$ cat config.mk
export PLATFORM = sky130hd
export DESIGN_NAME = cdma_tx_scheduler
export DESIGN_NICKNAME = d
export VERILOG_FILES = /design/src/rtl/cdma_tx_scheduler.sv
export SDC_FILE = /design/constraint.sdc
export NUM_CORES = 1
export LEC_CHECK = 0
export CAP_MARGIN = 20
export CORE_UTILIZATION = 41
export DETAILED_ROUTE_END_ITERATION = 16
export PLACE_DENSITY = 0.72
export SYNTH_ARGS = -nofsm -noshare
export SYNTH_HDL_FRONTEND = slang
export SYNTH_SLANG_ARGS = --single-unit
export TNS_END_PERCENT = 20
$ cat constraint.sdc
create_clock -name clk -period 1.6 [get_ports clk]
set_input_delay 0.48 -clock clk [delete_from_list [all_inputs] [get_ports clk]]
set_output_delay 0.48 -clock clk [all_outputs]
set_load 0.02 [all_outputs]
$ cat src/rtl/cdma_tx_scheduler.sv
// Round-robin, burst-limited scheduler feeding one bit at a time from two users into cdma_transmitter.
// Latency: handshake in cycle T -> chip 0 in T+1. Backpressure: uN_ready only for the slot winner.
// Optional guard gap on user switch: define CDMA_TX_SCHED_GUARD_EN.
module cdma_tx_scheduler #(
    parameter int CHIPS_PER_BIT = 6,
    parameter int BURST_LEN     = 4,
    parameter int GUARD_CHIPS   = 2
) (
    input  logic                             clk,
    input  logic                             rst_n,
    input  logic                             u1_valid,
    input  logic                             u1_bit,
    output logic                             u1_ready,
    input  logic                             u2_valid,
    input  logic                             u2_bit,
    output logic                             u2_ready,
    output logic                             tx_valid,
    output logic                             tx_data,
    output logic                             tx_user_sel,
    output logic [$clog2(CHIPS_PER_BIT)-1:0] chip_idx,
    output logic                             bit_start,
    output logic                             busy
);

    localparam int CW = $clog2(CHIPS_PER_BIT);
    localparam int BW = $clog2(BURST_LEN + 1);
    localparam logic [CW-1:0] LAST_CHIP = CW'(CHIPS_PER_BIT - 1);
    localparam logic [BW-1:0] BURST_MAX = BW'(BURST_LEN);

    generate
        if (CHIPS_PER_BIT < 2 || BURST_LEN < 1 || GUARD_CHIPS < 1) begin : g_param_check
            $error("cdma_tx_scheduler: parameter out of range");
        end
    endgenerate

`ifdef CDMA_TX_SCHED_GUARD_EN
    localparam int GW = (GUARD_CHIPS > 1) ? $clog2(GUARD_CHIPS) : 1;
    localparam logic [GW-1:0] LAST_GUARD = GW'(GUARD_CHIPS - 1);
    typedef enum logic [1:0] {IDLE = 2'd0, SPREAD = 2'd1, GUARD = 2'd2} state_t;
`else
    typedef enum logic [1:0] {IDLE = 2'd0, SPREAD = 2'd1} state_t;
`endif

    state_t        state, state_nxt;
    logic [CW-1:0] chip_q;
    logic [BW-1:0] burst_cnt;
    logic          last_user;   // 0 = user 1, 1 = user 2
    logic          data_q;
    logic          sel_q;

    logic slot_last;
    logic slot_open;
    logic keep_last;
    logic grant;
    logic win_u2;
    logic win_bit;

`ifdef CDMA_TX_SCHED_GUARD_EN
    logic [GW-1:0] guard_cnt;
`endif

    assign slot_last = (state == SPREAD) && (chip_q == LAST_CHIP);
    // Readies are gated by reset so nothing is consumed while the chain is being cleared.
    assign slot_open = rst_n && ((state == IDLE) || slot_last);
    assign keep_last = slot_last && (burst_cnt < BURST_MAX);

    always_comb begin
        win_u2 = 1'b0;
        if (u1_valid && u2_valid) begin
            win_u2 = keep_last ? last_user : ~last_user;
        end else begin
            win_u2 = u2_valid;
        end
    end

    assign grant    = slot_open && (u1_valid || u2_valid);
    assign win_bit  = win_u2 ? u2_bit : u1_bit;
    assign u1_ready = grant && !win_u2;
    assign u2_ready = grant && win_u2;

    always_comb begin
        state_nxt = state;
        case (state)
            IDLE: begin
                if (grant) begin
                    state_nxt = SPREAD;
                end
            end
            SPREAD: begin
                if (slot_last) begin
                    if (!grant) begin
                        state_nxt = IDLE;
`ifdef CDMA_TX_SCHED_GUARD_EN
                    end else if (win_u2 != sel_q) begin
                        state_nxt = GUARD;
`endif
                    end else begin
                        state_nxt = SPREAD;
                    end
                end
            end
`ifdef CDMA_TX_SCHED_GUARD_EN
            GUARD: begin
                if (guard_cnt == LAST_GUARD) begin
                    state_nxt = SPREAD;
                end
            end
`endif
            default: state_nxt = IDLE;
        endcase
    end

    always_ff @(posedge clk) begin
        if (!rst_n) begin
            state <= IDLE;
        end else begin
            state <= state_nxt;
        end
    end

    always_ff @(posedge clk) begin
        if (!rst_n) begin
            chip_q    <= '0;
            burst_cnt <= '0;
            last_user <= 1'b1;
            data_q    <= 1'b0;
            sel_q     <= 1'b0;
        end else if (grant) begin
            chip_q    <= '0;
            data_q    <= win_bit;
            sel_q     <= win_u2;
            last_user <= win_u2;
            if (win_u2 == last_user) begin
                if (burst_cnt != BURST_MAX) begin
                    burst_cnt <= burst_cnt + BW'(1);
                end
            end else begin
                burst_cnt <= BW'(1);
            end
        end else if (state == SPREAD) begin
            chip_q <= slot_last ? '0 : chip_q + CW'(1);
        end
    end

`ifdef CDMA_TX_SCHED_GUARD_EN
    always_ff @(posedge clk) begin
        if (!rst_n) begin
            guard_cnt <= '0;
        end else if (state == GUARD) begin
            guard_cnt <= guard_cnt + GW'(1);
        end else begin
            guard_cnt <= '0;
        end
    end
`endif

    assign tx_valid    = (state == SPREAD);
    assign tx_data     = data_q;
    assign tx_user_sel = sel_q;
    assign chip_idx    = chip_q;
    assign bit_start   = tx_valid && (chip_q == '0);
    assign busy        = (state != IDLE);

endmodule

==> key figures <==
Logic synthesis
  – Post-synthesis adder-cell area fraction: 10.1%
  – XOR/XNOR Fraction of Synth Area: 0%
  – Area of the mapped netlist: 618 um2
  – Simple-gate share of the synthesized area: 23.3%
  – Flops & latches, synth: 10
  – Synth cell types: 30
  – Syn nets: 86
  – Multiplexer share of the synthesized area: 2.43%
  – Synth Area in Compound Gates: 24.7%
  – Largest family of logic cells by synthesized area: compound AO/OA/AOI/OAI gates
  – Synth warn: 0
  – Gate Count Post-Synth: 75
  – Sequential share of the synthesized area: 32.4%
  – Syn Area/Cell: 8.24 um2

Timing
  – Final Setup Violations: 6
  – RSZ-0062 raised after global routing: yes
  – Max Fclk: 477 MHz
  – Worst hold slack: 0.456 ns
  – Setup TNS: -1.31 ns
  – Worst-Margin Slew: 0.413 ns
  – Period utilization: 131%
  – Slew HR: 72.3%
  – Clk_skew: 0.00208 ns
  – Count of final max-slew check failures: 0
  – Final Hold Viols: 0
  – Worst setup margin: -0.499 ns
  – Min cycle time layout: 2.10 ns

Floorplan
  – Die height: 40.8 um
  – Row count: 13
  – I/O pin cnt: 16
  – Die Area: 1670 um2
  – Core area: 1350 um2
  – Die Wd: 40.8 um
  – Initial Util: 45.8%

Clock tree
  – Max Buffers Root-to-Sink: 2
  – Worst-skew pair later-pin latency: 0.26 ns
  – Clock root buffer: clkbuf_4
  – CTS tree: done
  – CTS H-tree depth: 1
  – Clock-pin slew on the worst setup and hold paths: 0.06 ns
  – CTS Sinks: 10
  – TritonCTS buffer count: 3
  – Hold Buf Count CTS: 0

GRT
  – Total grt overflow: 0
  – Initial antenna violation count: 0
  – Largest net degree at the start of global routing: 9
  – GRT Total Usage: 21.3%
  – Global-route wire length before repair: 2.35 mm
  – Vias in the first global route: 585

Placed design
  – Dpl cell area: 953 um2
  – Port bufs: 15
  – GPL Wtd Cong: 0.686
  – Dpl hpwl: 1.16 mm
  – Post-Place Setup Slack: -1.01 ns

Routing
  – # DRC: 0
  – ANT nets after route: 0
  – Routed len/inst: 11.6 um
  – Iteration-0 DRC count of the detailed router: 3
  – Routed via count: 653
  – Vias per cell: 5.14
  – DRT Pass-1 Iters: 2
  – Post-Route WL: 1.47 mm

Status
  – Status: complete, but fails checks
  – Failing checks: setup timing

Power and ir drop
  – Pwr Density: 645 nW/um2
  – Peak VDD IR: 0.447 mV
  – Pleak: 0.443 nW

Critical path
  – Crit start category: flip-flop
  – Worst setup path class: flip-flop to output port
  – Crit path launch: chip_idx[1]
  – CP Max Fanout: 3
  – Worst Path Required: 1.12 ns
  – Setup crit end kind: output port
  – Critical Path AT: 1.62 ns
  – RR Startpoint: chip_idx[1]
  – FF-to-FF path depth: 7

Cells and area
  – Share of cells above drive strength 1: 40.2%
  – Fin nets: 124
  – Cell area after layout: 1020 um2
  – # diodes: 0
  – Area Overhead vs Synth: 65.2%

Hold path
  – Hold Crit Depth: 2
  – Hold Path Class: flip-flop to flip-flop
  – Hold_sp: tx_user_sel

Flow run
  – Max_cap viols: 0
-- cells in the mapped netlist (all sizes together) --
cell type | number | area [um2]
dfxtp | 10 | 200
o22ai | 1 | 6.26
nand3b | 2 | 15.0
a21oi | 3 | 15.0
a31oi | 1 | 6.26
o31a | 1 | 8.76
a21boi | 2 | 15.0
nand3 | 1 | 5.00
nor2b | 1 | 6.26
o211ai | 2 | 15.0
o2111a | 1 | 11.3
a22oi | 1 | 7.51
nor3 | 1 | 5.00
buf | 3 | 17.5
o21ai | 5 | 25.0
mux2 | 1 | 15.0
nor2 | 7 | 26.3
nand2 | 9 | 36.3
nand2b | 2 | 12.5
or2 | 1 | 6.26
and3 | 2 | 17.5
o2111ai | 3 | 26.3
a2bb2oi | 1 | 8.76
and4b | 1 | 13.8
inv | 7 | 26.3
ha | 5 | 62.6
o21a | 1 | 7.51
-- routing by layer --
metal	share of wire, %	routed length [um]	GRT usage (%)
met1	46	681	23.9
met5	0	0	0
met2	48	708	37.5
met4	1.6	23	10.0
met3	3.8	56	4.89
-- placed cells by master (no fill, tap or decap), types with 4 or more instances in the layout --
| master | Yosys | final |
|---|---|---|
| clkdlybuf4s50_1 | 0 | 4 |
| buf_4 | 1 | 21 |
| dlygate4sd2_1 | 0 | 4 |
| inv_1 | 7 | 5 |
| nor2_1 | 7 | 6 |
| nand2_1 | 8 | 7 |
| buf_6 | 0 | 4 |
| dfxtp_1 | 10 | 6 |
-- metrics by stage --
stage	utilization (%)	total power [mW]	cells
after global routing	75.6	0.707	127
after CTS	73.3	0.658	125
after global placement	70.6	0.470	121
after detailed placement	70.6	0.474	121
final	75.6	0.658	127
after floorplan	-	0.373	75
-- critical path, stage by stage (launching register included) --
cell     delay [ns]
dfxtp_4        0.36
inv_4          0.06
ha_4           0.13
and4b_4        0.23
mux2_4         0.33
a21oi_4        0.12
buf_6          0.12
-- state kept, by name (all words and copies together) (netlist names) --
name,cells
chip_idx,3
state,1
tx_data,1
tx_user_sel,1
burst_cnt,3
last_user,1
-- path summary, 6_finish.rpt --
path	to	slack (ns)
min	tx_user_sel	0.46
min reg2reg	tx_user_sel	0.46
max reg2reg	tx_data	-0.16
max	u1_ready	-0.50
-- cell type report --
cell class	count	area, um2
Fill cell	114	329
Sequential cell	10	210
Multi-Input combinational cell	55	427
Timing Repair Buffer	36	308
Tap cell	15	18.8
Clock buffer	4	26.3
Inverter	7	31.3
-- kinds of logic (layout without fill, tap and decap cells) --
group           count (synthesis)  count (layout)
mux                             1               1
fa+ha+maj                       5               5
flops                          10              10
buf+inv                        10              47
compound gates                 22              22
simple gates                   27              27
-- where the power goes --
part	switching [mW]	internal (mW)
Combinational	0.0951	0.109
Clock	0.0838	0.0963
Sequential	0.0125	0.262
-- what timing repair did --
action | 4_1_cts | 5_1_grt
gates resized for setup | 33 | 6
pin swaps | 3 | 0
setup buffers | 1 | 2
endpoints found under the setup margin | 19 | 11
Power figures use the tool's default switching activity.
